[config.mk]
export PLATFORM = sky130hd
export DESIGN_NAME = queen_stack
export DESIGN_NICKNAME = d
export VERILOG_FILES = /design/src/rtl/queen_stack.sv
export SDC_FILE = /design/constraint.sdc
export NUM_CORES = 1
export LEC_CHECK = 0
export CAP_MARGIN = 40
export CELL_PAD_IN_SITES_DETAIL_PLACEMENT = 0
export CELL_PAD_IN_SITES_GLOBAL_PLACEMENT = 1
export CORE_ASPECT_RATIO = 0.75
export CORE_UTILIZATION = 47
export DETAILED_ROUTE_END_ITERATION = 8
export GPL_TIMING_DRIVEN = 1
export PLACE_DENSITY_LB_ADDON = 0.12
export SLEW_MARGIN = 40
export SYNTH_ARGS = -nofsm -noshare
export SYNTH_HDL_FRONTEND = slang
export SYNTH_SLANG_ARGS = --single-unit
[constraint.sdc]
create_clock -name clk -period 3.13 [get_ports clk]
set_clock_uncertainty 0.15 [all_clocks]
set_input_delay 0.313 -clock clk [delete_from_list [all_inputs] [get_ports clk]]
set_output_delay 0.313 -clock clk [all_outputs]
set_load 0.02 [all_outputs]
[src/rtl/queen_stack.sv]
// LIFO of (row, col) placements for the N-queens backtracking datapath.
// Optional max_depth watermark output enabled by defining QUEEN_STACK_WATERMARK_EN.
module queen_stack #(
    parameter int unsigned N_BITS = 3,
    parameter int unsigned DEPTH  = 8,
    localparam int unsigned AW    = $clog2(DEPTH),
    localparam int unsigned CW    = AW + 1
) (
    input  logic              clk,
    input  logic              reset,
    input  logic              clear,
    input  logic              push,
    input  logic              pop,
    input  logic [N_BITS-1:0] row_in,
    input  logic [N_BITS-1:0] col_in,
    output logic [N_BITS-1:0] row_out,
    output logic [N_BITS-1:0] col_out,
    output logic              pop_valid,
    output logic              empty,
    output logic              full,
    output logic [CW-1:0]     count,
    output logic              overflow,
`ifdef QUEEN_STACK_WATERMARK_EN
    output logic [CW-1:0]     max_depth,
`endif
    output logic              underflow
);

    logic [2*N_BITS-1:0] mem_q [DEPTH];

    logic [CW-1:0]     sp_q, sp_d;
    logic [N_BITS-1:0] row_q, row_d;
    logic [N_BITS-1:0] col_q, col_d;
    logic              pv_q, pv_d;
    logic              of_q, of_d;
    logic              uf_q, uf_d;

    logic              empty_w, full_w;
    logic              wr_en;
    logic [AW-1:0]     wr_idx;
    logic [AW-1:0]     top_idx;

    assign empty_w = (sp_q == '0);
    assign full_w  = (sp_q == CW'(DEPTH));
    // Modular decrement of the low bits also yields DEPTH-1 when sp == DEPTH.
    assign top_idx = sp_q[AW-1:0] - AW'(1);

    always_comb begin
        sp_d   = sp_q;
        row_d  = row_q;
        col_d  = col_q;
        pv_d   = 1'b0;
        of_d   = of_q;
        uf_d   = uf_q;
        wr_en  = 1'b0;
        wr_idx = sp_q[AW-1:0];
        if (clear) begin
            sp_d  = '0;
            row_d = '0;
            col_d = '0;
            of_d  = 1'b0;
            uf_d  = 1'b0;
        end else if (pop && !empty_w) begin
            {row_d, col_d} = mem_q[top_idx];
            pv_d = 1'b1;
            if (push) begin
                // Push with pop replaces the top entry in place; depth unchanged.
                wr_en  = 1'b1;
                wr_idx = top_idx;
            end else begin
                sp_d = sp_q - CW'(1);
            end
        end else begin
            if (pop) begin
                uf_d = 1'b1;
            end
            if (push) begin
                if (!full_w) begin
                    wr_en = 1'b1;
                    sp_d  = sp_q + CW'(1);
                end else begin
                    of_d = 1'b1;
                end
            end
        end
    end

    always_ff @(posedge clk) begin
        if (wr_en) begin
            mem_q[wr_idx] <= {row_in, col_in};
        end
    end

    always_ff @(posedge clk or negedge reset) begin
        if (!reset) begin
            sp_q  <= '0;
            row_q <= '0;
            col_q <= '0;
            pv_q  <= 1'b0;
            of_q  <= 1'b0;
            uf_q  <= 1'b0;
        end else begin
            sp_q  <= sp_d;
            row_q <= row_d;
            col_q <= col_d;
            pv_q  <= pv_d;
            of_q  <= of_d;
            uf_q  <= uf_d;
        end
    end

`ifdef QUEEN_STACK_WATERMARK_EN
    logic [CW-1:0] max_q, max_d;

    always_comb begin
        max_d = max_q;
        if (clear) begin
            max_d = '0;
        end else if (sp_q > max_q) begin
            max_d = sp_q;
        end
    end

    always_ff @(posedge clk or negedge reset) begin
        if (!reset) begin
            max_q <= '0;
        end else begin
            max_q <= max_d;
        end
    end

    assign max_depth = max_q;
`endif

    assign row_out   = row_q;
    assign col_out   = col_q;
    assign pop_valid = pv_q;
    assign empty     = empty_w;
    assign full      = full_w;
    assign count     = sp_q;
    assign overflow  = of_q;
    assign underflow = uf_q;

endmodule

# --- Word level (Yosys, flattened, before mapping) ---
# Memories as Yosys holds them, arrays and structs flattened.
# Cells that the tools add are included.
op_classes:
  div_mod_pow: 0
  add_sub_neg: 3
  n_eq_ne: 4
  n_bitwise: 0
  n_mul: 0
  muxes: 28
  n_reduce_logical: 11
  n_shift: 0
  order_cmp: 0
ops:
  columns: ["op", "n"]
  rows:
  - ["3-bit 2-to-1 mux", 7]
  - ["4-bit 2-to-1 mux", 5]
  - ["1-bit 2-to-1 mux", 16]
  - ["2-bit nonzero test", 4]
  - ["3-bit AND reduction", 2]
  - ["4-bit by 1-bit adder with 4-bit output, second input constant", 1]
  - ["4-bit == test, second input constant", 1]
  - ["4-bit zero test", 1]
  - ["4-bit by 1-bit subtractor with 4-bit output, second input constant", 1]
  - ["3-bit by 2-bit != test with 1-bit output, second input constant", 1]
  - ["3-bit != test, second input constant", 1]
  - ["3-bit nonzero test", 1]
  - ["3-bit by 1-bit subtractor with 3-bit output, second input constant", 1]
  - ["2-bit != test, second input constant", 1]
  - ["2-bit AND reduction", 1]
  - ["1-bit logical AND", 1]
  - ["1-bit zero test", 1]
totals:
  latchBits: 0
  output_inout_bits: 15
  mem_bits_rw: 48
  mem_bits_ro: 0
  in_bits: 11
  register_bits: 13
  mem_count: 1
  elab_cells: 53
memory_table:
  columns: ["name", "words", "width", "read_ports", "rd_clocked_by_memory_dff", "wr", "line_no", "source"]
  rows:
  - ["mem_q", 8, 6, 1, 0, 1, "29", "logic [2*N_BITS-1:0] mem_q [DEPTH];"]

# --- Depth between registers and ports, before layout ---
# Gate-level depths: netlist of run 1.
logic_depth:
  word_depth: 7
  ltp_mapped: 12
  mapped_depth_nobuf: 10

# --- Worst setup path after synthesis of run 1 ---
# No wires, ideal clock.
synth_timing:
  path_kind: "flip-flop to flip-flop"
  start: "reg sp_q[0], in the netlist count[0]"
  end: "reg sp_q[3], in the netlist count[3]"
  n_path_buf: 2
  required_time_ps: 2844
  setup_ps: 136
  path_stages_with_launch: 13
  synth_period_minus_slack_ps: 2870
  slack_ps: 260
  arrival_time_ps: 2583
  path_cell_list: "dfrtp_1 > buf_6 > buf_8 > inv_1 > ha_1 > or3b_1 > nand2_1 > inv_1 > ha_1 > a21o_1 > a21oi_1 > a21boi_0 > nor3_1"
synth_via:
  elab_chain_len: 5
  elab_cells_between_ends: 15
  cone_classes: "2 x add/sub; 3 x eq/ne; 5 x mux; 5 x reduce/logical"
synth_rtl:
  columns: ["element", "line_no", "source"]
  rows:
  - ["from (decl)", "31", "logic [CW-1:0] sp_q, sp_d;"]
  - ["from (signal assigned)", "103", "sp_q <= sp_d;"]
  - ["4-bit by 1-bit adder with 4-bit output or 4-bit zero test (tied branches)", "80, 43", null]
  - ["4-bit 2-to-1 mux or 1-bit zero test (tied branches)", "78, 63", null]
  - ["4-bit 2-to-1 mux or 1-bit logical AND (tied branches)", "77, 63", null]
  - ["4-bit 2-to-1 mux (tied with other cells)", "63", "end else if (pop && !empty_w) begin"]
  - ["4-bit 2-to-1 mux or 3-bit AND reduction (tied branches)", null, null]
# Parallel ways exist; a longest one is shown, timed or not. The select of a mux whose other input is x is not followed.
# A chain may end at the register's enable or synchronous reset.

# --- Final worst setup path of run 1 ---
layout_timing:
  start: "reg sp_q[1], in the netlist count[1]"
  end: "out empty"
layout_via:
  elab_chain_len: 1
layout_rtl:
  columns: ["element", "line_no", "source"]
  rows:
  - ["4-bit zero test", "43", "assign empty_w = (sp_q == '0);"]
  - ["to (decl)", "19", "output logic empty,"]
# Every way passes these cells.

==> results of run 1 <==
## metrics by stage
step | std cells | hold slack, ns
finish | 286 | 0.2617
global route | 286 | 0.2910
CTS | 286 | 0.2726
detailed placement | 270 | 0.3431
global placement | 270 | 0.3262
floorplan | 167 | -0.1326
## power by group
group	switching, mW	internal (mW)	total (mW)
clock network	0.282	0.351	0.633
logic	0.567	0.514	1.08
registers	0.0662	0.975	1.04
total	0.915	1.84	2.76
## cell families after synthesis
kind of cell,synth area share
xor+xnor,0.006552
flops,0.6607
buf+inv,0.02433
fa+ha+maj,0.02153
compound gates,0.06551
simple gates,0.08891
mux,0.1324
## layer usage
layer  share of wire  GRT usage  vias up
li1                -          -      728
met1            0.43     0.2795      767
met2            0.47     0.3149       73
met3           0.089    0.06601        4
met4           0.012    0.08929        0
met5               0          0        -
## worst max path at each step
stage	from	endpoint	slack, ns	cells after the start
finish	count[1]	empty	0.17	5
global route	count[1]	empty	0.009	5
CTS	count[1]	empty	0.15	5
detailed placement	count[1]	count[3]	0.37	10
global placement	count[0]	count[3]	0.51	10
floorplan	count[0]	count[3]	0.26	12
## cells in the mapped netlist (3+ instances only)
cell type and instances:
sky130_fd_sc_hd__a21oi_1 6, sky130_fd_sc_hd__a221o_1 6, sky130_fd_sc_hd__clkbuf_1 4, sky130_fd_sc_hd__dfrtp_1 13, sky130_fd_sc_hd__edfxtp_1 48, sky130_fd_sc_hd__ha_1 3
sky130_fd_sc_hd__inv_1 5, sky130_fd_sc_hd__mux2i_1 5, sky130_fd_sc_hd__mux4_1 6, sky130_fd_sc_hd__mux4_2 6, sky130_fd_sc_hd__nand2_1 5, sky130_fd_sc_hd__nand3_1 3
sky130_fd_sc_hd__nor2_1 14, sky130_fd_sc_hd__nor2b_1 12, sky130_fd_sc_hd__o21ai_0 5
## layout make-up
type,instances,area share
sequential,61,0.5462
multi-input combinational,94,0.2603
timing repair buffer,35,0.1006
clock buffer,13,0.05222
tap,75,0.02901
clock inverter,3,0.005803
inverter,5,0.005803
## sequential cells by signal (all words and copies together), names as in the netlist
register / count
col_out: 3
count: 4
mem_q: 48
overflow: 1
pop_valid: 1
row_out: 3
underflow: 1
## worst reg2reg max path: stages (launching register included)
cell	delay [ns]
sky130_fd_sc_hd__dfrtp_1	0.44
sky130_fd_sc_hd__inv_1	0.16
sky130_fd_sc_hd__ha_1	0.31
sky130_fd_sc_hd__or3b_1	0.47
sky130_fd_sc_hd__nand2_1	0.16
sky130_fd_sc_hd__inv_1	0.09
sky130_fd_sc_hd__ha_1	0.28
sky130_fd_sc_hd__a21o_1	0.16
sky130_fd_sc_hd__a21oi_1	0.18
sky130_fd_sc_hd__a21boi_0	0.21
sky130_fd_sc_hd__nor3_1	0.07
## cells in the final DEF, fill, tap and decap left out, types with 2 or more instances in the layout
master,n
sky130_fd_sc_hd__nand2_1,5
sky130_fd_sc_hd__or2_2,2
sky130_fd_sc_hd__mux2i_1,5
sky130_fd_sc_hd__clkbuf_8,12
sky130_fd_sc_hd__ha_1,3
sky130_fd_sc_hd__nor3_1,2
sky130_fd_sc_hd__nand3_1,3
sky130_fd_sc_hd__edfxtp_1,48
sky130_fd_sc_hd__or3b_1,2
sky130_fd_sc_hd__clkdlybuf4s50_1,25
sky130_fd_sc_hd__inv_1,5
sky130_fd_sc_hd__dfrtp_1,13
sky130_fd_sc_hd__a21boi_0,2
sky130_fd_sc_hd__mux4_2,6
sky130_fd_sc_hd__a221o_1,6
sky130_fd_sc_hd__a21o_1,2
sky130_fd_sc_hd__a21oi_1,6
sky130_fd_sc_hd__nor2b_1,12
sky130_fd_sc_hd__buf_4,10
sky130_fd_sc_hd__o21ai_0,5
sky130_fd_sc_hd__nor2_1,14
sky130_fd_sc_hd__mux4_1,6
sky130_fd_sc_hd__clkinv_2,2
sky130_fd_sc_hd__a31oi_1,2
==> results.txt, run 1 <==
----------------------------------------------------
[Finish]
  Number of filler instances in the final layout ... 441
  Number of antenna diodes ... 0
  Summed area of non-filler cells in the final layout ... 0.003234 mm2
  Area growth from synthesis to layout ... 20.96%
  Util after Layout ... 0.5978
  Fin nets ... between 200 and 250
  Share of layout cells above drive strength 1 ... 0.1659
  Area used by multi-input combinational logic ... 842.1 um2
  Area used by sequential logic in the layout ... 0.001767 mm2

[Floorplan]
  Number of top-level pins ... 26
  Core outline area ... 0.005410 mm2
  Effective utilization at floorplan ... 0.4942
  Horizontal die dimension ... 89.10 um
  Number of rows created at floorplan ... 23
  DIE HEIGHT ... 67.32 um
  Total Die Area ... about 0.0060 mm2

[Place]
  Number of port buffers ... 25
  Setup slack at placement ... 0.3714 ns
  Placer Congestion ... 0.7971
  Detailed Place HPWL ... 3692 um
  Cell area reported after detailed placement ... 0.003047 mm2

[Worst setup path]
  Nature of the critical path endpoint ... output port
  Critical path data required time ... 2.67 ns
  Worst R2R Start ... count[1]
  Reg2Reg Depth ... 10
  Worst path most repeated cell ... sky130_fd_sc_hd__inv_1
  Worst Path Max Fanout ... 7
  Critical path's slowest cell ... sky130_fd_sc_hd__clkdlybuf4s50_1
  R2r endpoint ... count[3]
  Register-to-register setup slack ... between 0.3 and 0.4 ns
  Critical Path AT ... 2.50 ns
  Startpoint type of the worst setup path ... register
  Path type of the worst setup path ... reg -> out
  Critical path buffer and inverter count ... 3
  Highest cell delay on the worst timing path ... 0.62 ns
  List of cells traversed by the critical path ... inv_1 > ha_1 > or3b_1 > inv_1 > clkdlybuf4s50_1
  Category of cells accounting for the largest share of critical-path delay ... buffers and inverters

[Pwr]
  Pleak ... 1.190 nW
  Final Power ... 2.756 mW
  Peak supply drop ... 402.8 uV
  Pwr per Cell Area ... 852.1 mW/mm2

[Synthesis]
  Area contributors post-synth ... sky130_fd_sc_hd__edfxtp_1, sky130_fd_sc_hd__dfrtp_1, sky130_fd_sc_hd__mux4_1, sky130_fd_sc_hd__mux4_2, sky130_fd_sc_hd__nor2b_1
  Average cell area after synthesis ... 16.01 um2
  Netlist area before placement ... 0.002674 mm2
  Yosys warning count ... 0
  Most instantiated flip-flop cell in the synthesis netlist ... sky130_fd_sc_hd__edfxtp_1
  Yosys reg bits ... 61
  Area share of the largest cell type after synthesis ... 0.5391
  Count of flip-flops with a built-in enable after synthesis ... 48
  Post-Syn Nets ... ~180
  Share of flip-flops with an asynchronous set or reset after synthesis ... 0.2131
  Part of the Yosys area used for sequential elements ... 0.6607
  Mapped Cells ... 167
  Cell accounting for the most synthesized area ... sky130_fd_sc_hd__edfxtp_1
  Post-synth cell types ... 35

[CTS]
  Maximum level of the CTS H-tree ... 3
  Clock buffer count from CTS ... 9
  Number of post-CTS setup repair buffers ... 0
  Max Root-Sink Buffers ... 2
  Clock tree from TritonCTS ... done
  Hold buffer count at cts ... 0
  Source-to-sink clock delay at the later pin of the worst-skew pair ... 0.33 ns
  Total of cells resized after clock tree synthesis ... 0
  # clock sinks ... 61
  Cell chosen for the clock root ... sky130_fd_sc_hd__clkbuf_8
  Clock-pin transition on the worst setup and hold timing paths ... around 0.070 ns

[GRT]
  Gr usage total ... 0.2083
  Pin count of the biggest net entering global routing ... 18
  Antenna violations before repair ... 0
  Remaining global-route overflow ... 0
  Via count of the first global-routing pass ... 1531
  First-pass GRT wire length ... around 8300 um

[Timing]
  Max-slew violation count ... 0
  Time the worst path needs with I/O delays and setup ... slightly below 3 ns
  Count of endpoints failing hold in the final timing report ... 0
  Tightest Pin Transition ... 0.7215 ns
  Peak clock frequency supported by timing ... 337.9 MHz
  Setup Total Neg Slack ... 0 ns
  Final setup margin ... 0.1702 ns
  RSZ-0062 raised after global routing ... false
  Setup Viol. Count Final ... 0
  Tcrit/Tclk final ... 0.9456
  Normalized max-slew margin ... 0.5175

[Routing]
  Number of nets still failing antenna checks after routing ... 0
  First-pass iteration count of the detailed router ... 4
  Detailed-route wire length per cell ... 18.95 um
  Vias ... 1572
  Total Wirelength ... 5421 um
  Mean number of vias per cell ... 5.497
  Remaining DRCs ... 0
  Number of violations reported at the end of detailed-routing iteration 0 ... 103

[Hold path]
  Worst min-delay path category ... in -> async

[Outcome]
  Status ... completed

[Job]
  Max-cap violations ... 0

----------------------------------------------------
(Power assumes the default switching activity.)
==> run 2, diff against run 1 <==
- SLEW_MARGIN: 40 -> 10
==> results of run 2 <==
Final layout, timing and power as in run 1 (identical DEF).
